--- src/rtl/alu4_seq_pkg.sv ---
// Shared types for the nibble-serial ALU controller.
// Optional feature macro: ALU4_SEQ_EARLY_EXIT_EN (see alu4_seq_ctrl).
package alu4_seq_pkg;

   localparam int NIBBLES_DEF = 4;

   typedef enum logic [2:0] {
      OP_ADD = 3'b000,
      OP_SUB = 3'b001,
      OP_NOT = 3'b010,
      OP_AND = 3'b011,
      OP_OR  = 3'b100,
      OP_XOR = 3'b101,
      OP_LT  = 3'b110,
      OP_EQ  = 3'b111
   } op_e;

   typedef enum logic [1:0] {
      ST_IDLE = 2'd0,
      ST_RUN  = 2'd1,
      ST_DONE = 2'd2
   } state_e;

   function automatic logic op_is_sub(input op_e op);
      return (op == OP_SUB) || (op == OP_LT) || (op == OP_EQ);
   endfunction

endpackage

--- src/rtl/alu4_slice.sv ---
// One 4-bit ALU slice; sub/lt/eq all compute a + ~b + cin.
// Reused by alu4_seq_ctrl once per RUN cycle.
module alu4_slice
   import alu4_seq_pkg::*;
(
   input  logic [3:0] a_i,
   input  logic [3:0] b_i,
   input  logic       cin_i,
   input  op_e        op_i,
   output logic [3:0] res_o,
   output logic       cout_o,
   output logic       ovf_o
);

   logic [3:0] bb;
   logic [4:0] sum;

   always_comb begin
      bb     = op_is_sub(op_i) ? ~b_i : b_i;
      sum    = {1'b0, a_i} + {1'b0, bb} + {4'd0, cin_i};
      res_o  = sum[3:0];
      cout_o = 1'b0;
      ovf_o  = 1'b0;
      unique case (op_i)
         OP_ADD, OP_SUB, OP_LT, OP_EQ: begin
            cout_o = sum[4];
            ovf_o  = (a_i[3] == bb[3]) && (sum[3] != a_i[3]);
         end
         OP_NOT: res_o = ~a_i;
         OP_AND: res_o = a_i & b_i;
         OP_OR:  res_o = a_i | b_i;
         OP_XOR: res_o = a_i ^ b_i;
         default: res_o = sum[3:0];
      endcase
   end

endmodule

--- src/rtl/alu4_seq_ctrl.sv ---
// Nibble-serial ALU with valid/ready request and response ports.
// Define ALU4_SEQ_EARLY_EXIT_EN to end op 111 at the first unequal nibble.
module alu4_seq_ctrl
   import alu4_seq_pkg::*;
#(
   parameter int NIBBLES = NIBBLES_DEF
) (
   input  logic                 clk,
   input  logic                 rst_n,
   input  logic                 req_valid,
   output logic                 req_ready,
   input  logic [2:0]           req_op,
   input  logic [4*NIBBLES-1:0] req_a,
   input  logic [4*NIBBLES-1:0] req_b,
   output logic                 rsp_valid,
   input  logic                 rsp_ready,
   output logic [4*NIBBLES-1:0] rsp_result,
   output logic                 rsp_zero,
   output logic                 rsp_carry,
   output logic                 rsp_overflow,
   output logic                 busy
);

   localparam int W  = 4 * NIBBLES;
   localparam int CW = (NIBBLES > 1) ? $clog2(NIBBLES) : 1;

   state_e         state_q;
   op_e            op_q;
   logic [W-1:0]   a_q, b_q, result_q;
   logic [CW-1:0]  cnt_q;
   logic           cin_q, zacc_q;
   logic           rdy_q, vld_q, busy_q;
   logic           zero_q, carry_q, ovf_q;

   logic [3:0]     sl_a, sl_b, sl_res;
   logic           sl_cout, sl_ovf;
   logic [CW+1:0]  sh;
   logic           last, diff_nz, early, done_now;
   logic           zacc_d;
   logic [W-1:0]   word_d, fin_d;
   logic           carry_d, ovf_d;

   always_comb begin
      sh   = {cnt_q, 2'b00};
      sl_a = 4'(a_q >> sh);
      sl_b = 4'(b_q >> sh);
   end

   alu4_slice u_slice (
      .a_i    (sl_a),
      .b_i    (sl_b),
      .cin_i  (cin_q),
      .op_i   (op_q),
      .res_o  (sl_res),
      .cout_o (sl_cout),
      .ovf_o  (sl_ovf)
   );

   always_comb begin
      last    = (cnt_q == CW'(NIBBLES - 1));
      diff_nz = (sl_res != 4'd0);
      zacc_d  = zacc_q & ~diff_nz;
      word_d  = (result_q & ~(W'(4'hF) << sh)) | (W'(sl_res) << sh);
      fin_d   = word_d;
      carry_d = 1'b0;
      ovf_d   = 1'b0;
      unique case (op_q)
         OP_ADD, OP_SUB: begin
            carry_d = sl_cout;
            ovf_d   = sl_ovf;
         end
         OP_LT:   fin_d = W'(sl_res[3] ^ sl_ovf);
         OP_EQ:   fin_d = W'(zacc_d);
         default: fin_d = word_d;
      endcase
`ifdef ALU4_SEQ_EARLY_EXIT_EN
      // zacc_d is already 0 here, so fin_d is the "not equal" result
      early = (op_q == OP_EQ) && diff_nz;
`else
      early = 1'b0;
`endif
      done_now = last | early;
   end

   always_ff @(posedge clk or negedge rst_n) begin
      if (!rst_n) begin
         state_q  <= ST_IDLE;
         op_q     <= OP_ADD;
         a_q      <= '0;
         b_q      <= '0;
         result_q <= '0;
         cnt_q    <= '0;
         cin_q    <= 1'b0;
         zacc_q   <= 1'b0;
         rdy_q    <= 1'b0;
         vld_q    <= 1'b0;
         busy_q   <= 1'b0;
         zero_q   <= 1'b0;
         carry_q  <= 1'b0;
         ovf_q    <= 1'b0;
      end else begin
         unique case (state_q)
            ST_IDLE: begin
               rdy_q <= 1'b1;
               if (req_valid && rdy_q) begin
                  state_q  <= ST_RUN;
                  op_q     <= op_e'(req_op);
                  a_q      <= req_a;
                  b_q      <= req_b;
                  result_q <= '0;
                  cnt_q    <= '0;
                  cin_q    <= op_is_sub(op_e'(req_op));
                  zacc_q   <= 1'b1;
                  zero_q   <= 1'b0;
                  carry_q  <= 1'b0;
                  ovf_q    <= 1'b0;
                  rdy_q    <= 1'b0;
                  busy_q   <= 1'b1;
               end
            end
            ST_RUN: begin
               cnt_q    <= cnt_q + 1'b1;
               cin_q    <= sl_cout;
               zacc_q   <= zacc_d;
               result_q <= word_d;
               if (done_now) begin
                  state_q  <= ST_DONE;
                  result_q <= fin_d;
                  zero_q   <= (fin_d == '0);
                  carry_q  <= carry_d;
                  ovf_q    <= ovf_d;
                  vld_q    <= 1'b1;
               end
            end
            ST_DONE: begin
               if (rsp_ready) begin
                  state_q <= ST_IDLE;
                  vld_q   <= 1'b0;
                  busy_q  <= 1'b0;
                  rdy_q   <= 1'b1;
               end
            end
            default: state_q <= ST_IDLE;
         endcase
      end
   end

   assign req_ready    = rdy_q;
   assign rsp_valid    = vld_q;
   assign busy         = busy_q;
   assign rsp_result   = result_q;
   assign rsp_zero     = zero_q;
   assign rsp_carry    = carry_q;
   assign rsp_overflow = ovf_q;

endmodule

--- config.mk ---
export PLATFORM = sky130hd
export DESIGN_NAME = alu4_seq_ctrl
export DESIGN_NICKNAME = d
export VERILOG_FILES = /design/src/rtl/alu4_seq_pkg.sv /design/src/rtl/alu4_slice.sv /design/src/rtl/alu4_seq_ctrl.sv
export SDC_FILE = /design/constraint.sdc
export NUM_CORES = 1
export LEC_CHECK = 0
export ABC_AREA = 1
export CORE_AREA = 3 3 108 110
export CTS_BUF_LIST = sky130_fd_sc_hd__clkbuf_4 sky130_fd_sc_hd__clkbuf_8
export CTS_CLUSTER_DIAMETER = 150
export CTS_CLUSTER_SIZE = 10
export DETAILED_ROUTE_END_ITERATION = 10
export DIE_AREA = 0 0 111 113
export PLACE_DENSITY = 0.67
export RECOVER_POWER = 50
export SYNTH_ARGS = -nofsm -noshare
export SYNTH_HDL_FRONTEND = slang
export SYNTH_SLANG_ARGS = --single-unit
--- constraint.sdc ---
create_clock -name clk -period 2.8 [get_ports clk]
set_clock_uncertainty 0.05 [all_clocks]
set_input_delay 0.56 -clock clk [delete_from_list [all_inputs] [get_ports clk]]
set_output_delay 0.56 -clock clk [all_outputs]
set_load 0.03 [all_outputs]
**After elaboration in Yosys (flattened, before gate mapping)**

Index checks and enable logic that the tools add are counted.

- Output and inout bits: 22
- Logic and storage cells: 106
- Register bits: 63
- Input bits: 39

- Multiplexer cells: 34
- Shift-type cells: 4
- Reductions and logical operators: 22
- Eq/ne operators: 18
- Add/subtract/negate cells: 3
- Bitwise logic cells: 11

Operator list:

| kind | count |
|---|---|
| one-hot mux 16 bit (2 select lines) | 2 |
| 2-to-1 mux 16 bit | 2 |
| >> shifter 16 x 4 -> 4 bit | 2 |
| equality test 3 bit, second input constant | 6 |
| AND 16 bit | 1 |
| logical NOT 16 bit | 1 |
| inverter 16 bit | 1 |
| bitwise OR 16 bit | 1 |
| one-hot mux 1 bit (2 select lines) | 8 |
| one-hot mux 4 bit (4 select lines) | 1 |
| left shift 4 x 4 -> 16 bit | 1 |
| left shift 4 x 4 -> 16 bit, first input constant | 1 |
| 2-to-1 mux 1 bit | 14 |
| AND reduction 3 bit | 4 |
| 2-to-1 mux 2 bit | 4 |
| inverter 4 bit | 2 |
| equality test 3 x 1 -> 1 bit, second input constant | 2 |
| equality test 3 x 2 -> 1 bit, second input constant | 2 |
| != test 2 bit, second input constant | 3 |
| one-hot mux 2 bit (3 select lines) | 1 |
| AND reduction 2 bit | 3 |
| nonzero test 2 bit | 3 |
| adder 4 x 4 -> 5 bit | 1 |
| adder 5 x 1 -> 5 bit | 1 |
| other kinds (20) | 25 |

**Depth between registers and ports, before layout**

- Word-level depth: 14
- Gate-level depth with buffers: 22
- Depth with buffers taken out: 19

**Cells and area by module**

From an unflattened synthesis, not the netlist that was laid out.

- Cell total of the unflattened synthesis: 501
- Area total of the unflattened synthesis: 3698.5 um^2

Modules (own cells, without submodules):

| module | area an instance (um^2) | seq. area each (um^2) | times used | cells an instance |
|---|---|---|---|---|
| alu4_seq_ctrl | 3084.2 | 1576.5 | 1 | 406 |
| alu4_slice | 614.3 | 0.0 | 1 | 95 |

**Worst setup path before layout**

Ideal clock, no wire load.

- Path type: register to register
- From: register cnt_q[1]
- To: register zero_q (netlist: rsp_zero)
- Clock period less this slack: 3.042 ns
- Setup slack: -0.242 ns
- Buffers on the path: 2
- Library setup time: 0.117 ns
- Data required time: 2.633 ns
- Arrival time: 2.875 ns
- Stages on the path, launching flop included: 22
- Path through: dfrtp_1 -> inv_2 -> buf_4 -> clkbuf_1 -> a21oi_1 -> a32oi_1 -> xnor2_1 -> fa_1 -> inv_1 -> fa_1 -> nand2_1 -> inv_1 -> o21ai_1 -> nand4_1 -> o21ai_1 -> inv_1 -> nand2_1 -> nor2_1 -> nand3_1 -> nand2_1 -> nand2_1 -> nand2_1

- Longest elaborated chain between the ends: 13
- Elaborated cells on any way between the ends: 31
- Classes of those cells: 2 x add/sub; 4 x eq/ne; 4 x shift; 6 x mux; 11 x bitwise; 4 x reduce/logical

RTL lines:

| element | line | source |
|---|---|---|
| start: declaration | alu4_seq_ctrl.sv:30 | `logic [CW-1:0] cnt_q;` |
| start signal: assignment | alu4_seq_ctrl.sv:122 | `cnt_q <= cnt_q + 1'b1;` |
| parallel branches: the longest is 13 deep, another holds adder 4 x 4 -> 5 bit | n/a |  |
| end signal: assignment | alu4_seq_ctrl.sv:129 | `zero_q <= (fin_d == '0);` |
| end: declaration | alu4_seq_ctrl.sv:33 | `logic zero_q, carry_q, ovf_q;` |

Parallel ways; which one is timed is not known. The select of a mux whose other input is x is not followed.
A chain may end at the register's enable or synchronous reset.

**Final worst setup path**

- From: register cnt_q[0]
- To: register zero_q (netlist: rsp_zero)

Same word-level chain as after synthesis.

==> summary by stage <==
Global route
The maximum number of pins on one net before global-route repair is 41. The first global-routing pass estimated about 16 mm of wire. In the global route stage, overall resource usage came out at between 10% and 20%.

The sum of overflow across all layers after global routing is 0. The number of global-route vias before repair is approximately 3400. The number of antenna violations at the first check in global routing is 0.

Worst setup path
The category of cells accounting for the largest share of critical-path delay is simple AND/OR/NAND/NOR gates. The required time of the critical path is 3.00 ns. The buffer and inverter count on the worst path is 5. Walking the worst path, the cells encountered are buf_12 -> clkinv_8 -> buf_6 -> nand2_4 -> a32oi_4 -> xor2_2 -> buf_4 -> fa_2 -> nand2_2 -> inv_2 -> o21ai_4 -> nand4_1 -> nand2_1 -> nor2_1 -> nand2_1 -> nor2_2 -> nand3_1 -> nand2_1 -> nand2_1 -> nand2_1. The path type of the worst setup path is flop to flop. STA puts the critical path data arrival time at 3.00 ns. The worst setup path is launched from a flop. The largest single stage delay on the critical path is between 0.4 and 0.5 ns. The critical path endpoint category is a flop. In this design, the critical path's most frequently occurring cell is sky130_fd_sc_hd__nand2_1. On the critical path, the stage with the largest delay is an instance of sky130_fd_sc_hd__dfrtp_1. Of all nets on the critical path, the largest fanout is 8.

Routing
The violation count after the first detailed-routing iteration is ~170. The first TritonRoute pass finished after 5 iterations. The per-cell routed wire length is between 10 and 15 um. The total number of vias is about 3500. The total detailed-routing wirelength is about 9.5 mm.

In the routed design, unresolved DRC markers number 0. The number of nets with antenna violations after routing is 0. After detailed routing, the number of vias per cell comes to about 4.8.

Cells and area
Counting the fill cells in the layout gives between 1000 and 1500. In the final design database the tool counted ~640 nets. The fraction of layout instances using a drive strength above 1 is approximately 20%. Relative to the synthesized area, the layout overhead comes to 37.2%.

The sequential cells in the finished layout cover a total of between 1500 and 2000 sq um. The number of antenna diodes in the final layout is 0. The finished layout cell area is 5120 sq um. Summing all multi-input logic gate instances after layout gives between 1500 and 2000 sq um.

Clock network
The tree built by TritonCTS fans out to 63 sinks. The number of clock buffers added by TritonCTS is 9. After clock tree synthesis, the flow added hold-fix buffers numbering 0. The buffer levels on the longest clock path is 2. Clock-pin slew was measured on the worst setup and hold paths at about 0.070 ns. CTS built an H-tree with a depth of 3. The CTS tree is yes.

Clock latency on the worst-skew pair, taken at its later pin, is 0.35 ns. Clock tree synthesis selected as its root buffer the cell sky130_fd_sc_hd__clkbuf_8.

STA
The routed design could run at a clock period as short as 2.80 ns. After layout, the worst setup slack is -0.000764 ns. For the pin with the worst max-slew slack, the measured transition is approximately 1.7 ns. The worst path uses 100% of the clock period.

Derived from the worst setup path, the maximum achievable clock frequency is about 360 MHz. Setup violations remaining at the end of the flow were counted as 1. The number of max-slew violations in the final report is 34. The final count of hold timing violations is 0. The worst-case headroom to the max-slew limit is -14.0%.

The setup TNS is -0.000764 ns. Setup repair after global routing could not meet its margin everywhere.

Floorplanning
Pin placement for this block handled just over 60 I/O pins. After floorplanning, the core was divided into 38 placement rows. The floorplan die area is between 10000 and 15000 sq um.

In this run the horizontal extent of the chip is 111 um. The height of the die is around 110 um. In this run the standard cell core region covers approximately 11000 sq um. Once the floorplan was initialized, standard cells occupied roughly 35% of the core.

Placement
In this run the cell area measured after placement is ~4700 sq um. The HPWL after detailed placement is a little over 7 mm. The weighted congestion at the end of routability-driven global placement is 0.857. The post-placement worst setup slack is -0.100 ns. The number of buffers added on ports is 60.

Yosys
The area fraction of the dominant cell type after synthesis is between 40% and 50%. The cell type with the highest aggregate area in the netlist is sky130_fd_sc_hd__dfrtp_1. After synthesis, the cell types taking the most area are sky130_fd_sc_hd__dfrtp_1 (42%), sky130_fd_sc_hd__nand2_1 (20%), sky130_fd_sc_hd__ha_1 (5.0%). Synthesis handed over a netlist of 489 instances. The number of distinct library cells after synthesis is 40.

The synthesized netlist occupies a cell area of 3730 sq um. The synthesized area per cell is approximately 7.6 sq um. The net count after synthesis is between 500 and 600. The Yosys step of the flow raised 0 warnings. In this run, synthesis produced a sequential element count of 63. The proportion of synthesized chip area in sequential cells is between 40 and 50%.

Outcome
The run finished, with violations left. The final reports fail on max-capacitance violations, max-slew violations, negative setup slack.

Min path
The min-delay analysis places its worst path in the category flop to flop.

Flow run
Max-cap violations in this run came to 1.
-- stage by stage --
stage | hold WS [ns] | instances | util (%)
after global routing | 0.458 | 729 | 47.4
after CTS | 0.234 | 726 | 46.1
after global placement | 0.415 | 706 | 43.6
after detailed placement | 0.415 | 706 | 43.6
after floorplan | 0.214 | 489 | -
final | 0.432 | 729 | 47.4
-- path summary, 6_finish.rpt --
kind	startpoint	to	slack, ns	cells past startpoint
worst max register to register	cnt_q[0]	rsp_zero	-0.0008	20
max in group asynchronous	rst_n	op_q[2]	0.53	2
min in group asynchronous	rst_n	a_q[14]	0.59	1
worst max-delay path	cnt_q[0]	rsp_zero	-0.0008	20
worst min-delay path	a_q[3]	a_q[3]	0.43	2
worst min register to register	a_q[3]	a_q[3]	0.43	2
-- per-layer routing --
| metal | share of wire [%] | wire [um] | GRT usage (%) | vias to the layer above |
|---|---|---|---|---|
| met5 | 0 | 0 | 0 | - |
| met4 | 2.2 | 209 | 7.64 | 0 |
| met3 | 4.3 | 411 | 2.94 | 15 |
| met2 | 47 | 4440 | 25.0 | 95 |
| met1 | 47 | 4430 | 21.1 | 1608 |
| li1 | - | - | - | 1767 |
-- flip-flops by register name, indices dropped and copies added, names as in the netlist, 2 cells and up --
name	flops
a_q	16
b_q	16
rsp_result	16
op_q	3
cnt_q	2
state_q	2
-- placed cells by master, fill, tap and decap left out, types with 3 or more instances in the layout --
cell type and count:
sky130_fd_sc_hd__a21oi_1 6, sky130_fd_sc_hd__a21oi_2 3, sky130_fd_sc_hd__a22o_1 7, sky130_fd_sc_hd__buf_4 37, sky130_fd_sc_hd__buf_6 4, sky130_fd_sc_hd__clkbuf_4 3, sky130_fd_sc_hd__clkbuf_8 10, sky130_fd_sc_hd__clkdlybuf4s50_1 58
sky130_fd_sc_hd__dfrtp_1 61, sky130_fd_sc_hd__ha_1 15, sky130_fd_sc_hd__inv_1 42, sky130_fd_sc_hd__inv_2 6, sky130_fd_sc_hd__nand2_1 189, sky130_fd_sc_hd__nand2_2 9, sky130_fd_sc_hd__nand2_4 3, sky130_fd_sc_hd__nand3_1 16
sky130_fd_sc_hd__nand3_2 11, sky130_fd_sc_hd__nand4_1 22, sky130_fd_sc_hd__nor2_1 19, sky130_fd_sc_hd__nor2_2 6, sky130_fd_sc_hd__o21ai_0 15, sky130_fd_sc_hd__o21ai_1 4, sky130_fd_sc_hd__o22ai_1 3
-- what timing repair did --
| action | CTS | global route |
|---|---|---|
| endpoints found under the hold margin | 0 | 0 |
| pin swaps | 17 | 34 |
| resized for setup | 11 | 33 |
| setup endpoints to repair | 2 | 10 |
| setup buffers | 6 | 4 |
-- kinds of logic after synthesis --
logic type,Yosys count,share of synthesized area (%)
AOI/OAI and AO/OA,50,8.51
xor gates and xnor gates,6,1.41
adders and majority gates,17,6.10
buffers and inverters,72,8.68
DFF,63,42.2
and+or+nand+nor,281,33.1
-- cells in the mapped netlist, drive strengths merged --
library cell	number
nand2	201
or2	1
clkinv	1
dfrtp	63
a22oi	1
o22ai	4
a22o	7
xor2	4
nand3	28
buf	13
nor2	26
inv	51
nand3b	1
a21oi	9
clkbuf	7
a211oi	1
nor3	2
fa	2
ha	15
o31ai	2
a32oi	4
xnor2	2
o211ai	1
o21ai	20
a32o	1
nand4	22
-- final cells by class --
| type | instances | share of cell area, % |
|---|---|---|
| clock buffers | 13 | 3.13 |
| repair buffers | 106 | 18.9 |
| clock inverters | 1 | 0.587 |
| well taps | 140 | 3.42 |
| flip-flops and latches | 63 | 30.8 |
| multi-input cells | 354 | 39.0 |
| inverters | 52 | 4.15 |
-- tightest hold or removal path, stage by stage, from the launching register on --
cell and delay [ns]:
sky130_fd_sc_hd__dfrtp_1 0.34, sky130_fd_sc_hd__nand2_1 0.05, sky130_fd_sc_hd__nand2_1 0.06
Power is not shown: default switching activity piles up to over one toggle a cycle in this logic, so the estimate is an artifact.
